`src/rtl/cf_fft_1024_8_phase_seq.sv`:
```
// cf_fft_1024_8_phase_seq: frame/phase sequencer and per-phase lane capture for the bit-serial FFT
module cf_fft_1024_8_phase_seq #(
  parameter int COUNT_W = 10,
  parameter int PHASE_W = 3
) (
  input  logic               clock_c,
  input  logic               reset_i,
  input  logic               enable_i,
  input  logic               sync_i,
  input  logic               data_i,
  output logic [PHASE_W-1:0] phase_o,
  output logic [COUNT_W-1:0] count_o,
  output logic               valid_o,
  output logic               sync_o,
  output logic               lane_def_o,
  output logic               lane_p2_o,
  output logic               lane_p4_o,
  output logic               lane_p6_o,
  output logic               resync_err_o
);
  typedef enum logic {IDLE, RUN} state_t;
  state_t state, state_n;
  logic [COUNT_W-1:0] count_n;
  logic [PHASE_W-1:0] ph_n;
  logic sync_n, err_n, acc, at_end, is_p2, is_p4, is_p6;
  assign at_end = &count_o;
  assign acc = enable_i & ((state == RUN) | sync_i);
  assign valid_o = (state == RUN);
  assign phase_o = count_o[PHASE_W-1:0];
  always_comb begin
    state_n = state;
    count_n = count_o;
    sync_n = 1'b0;
    err_n = resync_err_o;
    if (enable_i && state == IDLE && sync_i) begin
      state_n = RUN;
      count_n = '0;
      sync_n = 1'b1;
    end else if (enable_i && state == RUN) begin
      count_n = sync_i ? '0 : count_o + 1'b1;
      sync_n = sync_i | at_end;
      err_n = resync_err_o | (sync_i & ~at_end);
    end
  end
  // lanes are keyed on the phase the incoming sample is about to take
  assign ph_n = count_n[PHASE_W-1:0];
  assign is_p2 = (ph_n == PHASE_W'(2));
  assign is_p4 = (ph_n == PHASE_W'(4));
  assign is_p6 = (ph_n == PHASE_W'(6));
  always_ff @(posedge clock_c) begin
    if (reset_i) begin
      state <= IDLE;
      count_o <= '0;
      sync_o <= 1'b0;
      resync_err_o <= 1'b0;
      lane_def_o <= 1'b0;
      lane_p2_o <= 1'b0;
      lane_p4_o <= 1'b0;
      lane_p6_o <= 1'b0;
    end else begin
      state <= state_n;
      count_o <= count_n;
      sync_o <= sync_n;
      resync_err_o <= err_n;
      lane_p2_o <= (acc && is_p2) ? data_i : lane_p2_o;
      lane_p4_o <= (acc && is_p4) ? data_i : lane_p4_o;
      lane_p6_o <= (acc && is_p6) ? data_i : lane_p6_o;
      lane_def_o <= (acc && !(is_p2 || is_p4 || is_p6)) ? data_i : lane_def_o;
    end
  end
endmodule

```
`config.mk`:
```
export PLATFORM = sky130hd
export DESIGN_NAME = cf_fft_1024_8_phase_seq
export DESIGN_NICKNAME = d
export VERILOG_FILES = /design/src/rtl/cf_fft_1024_8_phase_seq.sv
export SDC_FILE = /design/constraint.sdc
export NUM_CORES = 1
export LEC_CHECK = 0
export BUFFER_PORTS_ARGS = -buffer_cell sky130_fd_sc_hd__buf_2
export CORE_UTILIZATION = 44
export DETAILED_ROUTE_END_ITERATION = 7
export PLACE_DENSITY = 0.72
export SETUP_SLACK_MARGIN = 0.05
export SLEW_MARGIN = 40
export SYNTH_ARGS = -nofsm -noshare
export SYNTH_HDL_FRONTEND = slang
export SYNTH_SLANG_ARGS = --single-unit
```
`constraint.sdc`:
```
create_clock -name clock_c -period 1.5 [get_ports clock_c]
set_input_delay 0.45 -clock clock_c [delete_from_list [all_inputs] [get_ports clock_c]]
set_output_delay 0.45 -clock clock_c [all_outputs]
set_load 0.05 [all_outputs]
```
==> results.tsv <==
stage	metric	value	unit
worst_setup_path	reg2reg_from	count_o[1]	
floorplan	die_h	45.9	um
place	dp.cells	139	
worst_setup_path	worstPathMaxFanout	3	
place	placed_area	982	um^2
min_path	min_from	data_i	
global_route	grtUsageTotal	18.3	%
cts	h-tree-depth	1	
logic_synthesis	yosysUniqueCellTypes	33	
logic_synthesis	synth-main-ff-cell	dfxtp_1	
worst_setup_path	r2r_slack	0.13	ns
sta	timing.fmax	714	MHz
floorplan	io_pins	25	
cts	path_clk_slew	0.10	ns
floorplan	die_area	2110	um^2
sta	setup_tns	0	ns
drt	first_pass_iters	3	
cts	cts_hold_buffers	0	
cts	clock_sinks	17	
logic_synthesis	synth_top_area_share	40.1	%
worst_setup_path	slowest_delay	0.38	ns
sta	period_needed	1.40	ns
status	run_status	complete, no violations	
drt	num_vias	751	
worst_setup_path	slowest_stage	dfxtp_1	
global_route	overflow	0	
worst_setup_path	cp.required	1.05	ns
drt	drtIter0Drc	12	
sta	fin_crit_sh	93.3	%
layout	post-route-util	60.6	%
min_path	holdPathStages	3	
logic_synthesis	synth_seq_cells	17	
drt	wl_per_cell	11.6	um
layout	instances_no_fill	146	
floorplan	rows	15	
min_path	hold_class	input pin to flop	
drt	ant_nets	0	
logic_synthesis	ys_top_cells_by_area	dfxtp_1, nor2_1, xor2_1, nand2b_1, mux2i_1	
global_route	met3_usage	4.76	%
worst_setup_path	r2r_cells	5	
sta	whs	0.426	ns
sta	slew_violations	0	
logic_synthesis	synth.yosys.seq_area_share	40.1	%
sta	layout_setup_ws	0.100	ns
sta	worstMarginPinSlew	0.309	ns
place	dp_hpwl	1180	um
pwr	power.total	0.795	mW
global_route	use_met2	26.8	%
place	gp_congestion	0.748	
cts	cts_tree	built	
worst_setup_path	cp-start-kind	flop	
logic_synthesis	netlist_top_cells_count	dfxtp_1, nor2_1	
layout	final_cell_area	1070	um^2
layout	drive_above_1_share	36.4	%
global_route	first_global_vias	641	
logic_synthesis	avgSynthCellArea	8.76	um^2
floorplan	initial_utilization	48.2	%
sta	rsz0062_at_grt	yes	
logic_synthesis	yosys_warnings	0	
pwr	power_density	744	nW/um^2
place	portBuffers	24	
drt	viasPerCell	5.14	
cts	clock_latency	0.29	ns
sta	slew-limit-headroom	79.4	%
drt	drc	0	
global_route	grt_most_used_layer	met2	
drt	finalWirelength	1690	um
worst_setup_path	worst-path-buf-inv	1	
global_route	grt_max_degree	13	
sta	skew	0.00421	ns
pwr	ir_drop	0.556	mV
layout	n_antenna_cell	0	
floorplan	die_x	45.9	um
floorplan	core-area	1760	um^2
logic_synthesis	synthesis.area	850	um^2
layout	area_delta_synth_final	25.8	%
logic_synthesis	synth.most_common_cell	dfxtp_1	
logic_synthesis	syn_inst	97	
worst_setup_path	crit_family	flip-flops	
worst_setup_path	critPathArrivalTime	0.95	ns
global_route	antenna_found_initial	0	
flow_run	max-cap-violations	0	
logic_synthesis	synth_area_leader_cell	dfxtp_1	
logic_synthesis	synth_edf_count	0	
worst_setup_path	crit_type	flop to output port	
cts	root_buffer	clkbuf_4	
pwr	power.leakage	0.466	nW
worst_setup_path	crit_path_end_kind	output port	
sta	setup_viol	0	
worst_setup_path	worstPathCellList	buf_2	
logic_synthesis	syn-num-nets	103	
global_route	grt_use_met1	24.0	%
logic_synthesis	synthArstFlopShare	0	%
sta	final-hold-violation-count	0	
cts	numCtsBuffers	3	
worst_setup_path	r2r-end	lane_def_o	
cts	clockBufferDepth	2	
place	dpl_worst_slack	0.0496	ns
layout	final_nets	128	
min_path	whs_endpoint	lane_def_o	
global_route	grt_first_pass_wirelength	2700	um
==> how the worst max path moves through the flow <==
stage	from	endpoint	slack (ns)	cells after the start
final	count_o[9]	count_o[9]	0.10	1
after global routing	count_o[1]	lane_def_o	0.03	5
after CTS	count_o[0]	phase_o[0]	0.03	2
after detailed placement	enable_i	count_o[9]	0.05	5
after global placement	enable_i	count_o[9]	0.09	5
after floorplan	count_o[0]	lane_def_o	0.05	6
==> flip-flops by register name, indices dropped and copies added (netlist names) <==
name and flops:
lane_p6_o 1, lane_p2_o 1, valid_o 1, sync_o 1, resync_err_o 1, count_o 10
lane_def_o 1, lane_p4_o 1
==> final cells by class <==
type                       count  area, um^2
clock buffer                   3        22.5
clock inverter                 1        5.00
fill                         185         696
inverter                       2        7.51
multi-input combinational     70         460
sequential                    17         360
tap                           25        31.3
timing repair buffer          28         181
==> layout by cell type (no fill, tap or decap), types with 4 or more instances in the layout <==
master / n
buf_2: 19
nor2_1: 12
dfxtp_1: 9
buf_4: 6
xor2_1: 5
nand2_1: 5
a21oi_1: 5
nand2b_1: 5
nand3_1: 5
dfxtp_4: 4
dfxtp_2: 4
==> worst min-delay path: stages <==
cell and delay, ns:
buf_2 0.10, o21ai_0 0.06, a21oi_1 0.06
==> power breakdown <==
part           switching, mW  total [mW]  internal, mW
clock                  0.145       0.245        0.0993
combinational         0.0597      0.0901        0.0304
sequential           0.00739       0.460         0.453
total                  0.213       0.795         0.583
==> timing repair <==
item                                    4_1_cts  5_1_grt
endpoints found under the setup margin        5        6
gates resized for setup                       5        7
buffers inserted                              0        3
pin swaps                                     0        1
==> per-layer routing <==
layer	part of all wire, %	wire (um)
met1	48	813
met3	4.2	71
met2	45	765
met5	0	0
met4	2.1	36
==> cell families after synthesis <==
kind of cell / after synthesis / synth area share [%]
flops: 17 / 40.1
compound gates: 15 / 11.8
fa+ha+maj: 1 / 1.47
simple gates: 43 / 27.7
buf+inv: 10 / 7.22
xor+xnor: 8 / 8.25
mux: 3 / 3.53
(Power assumes the default switching activity.)
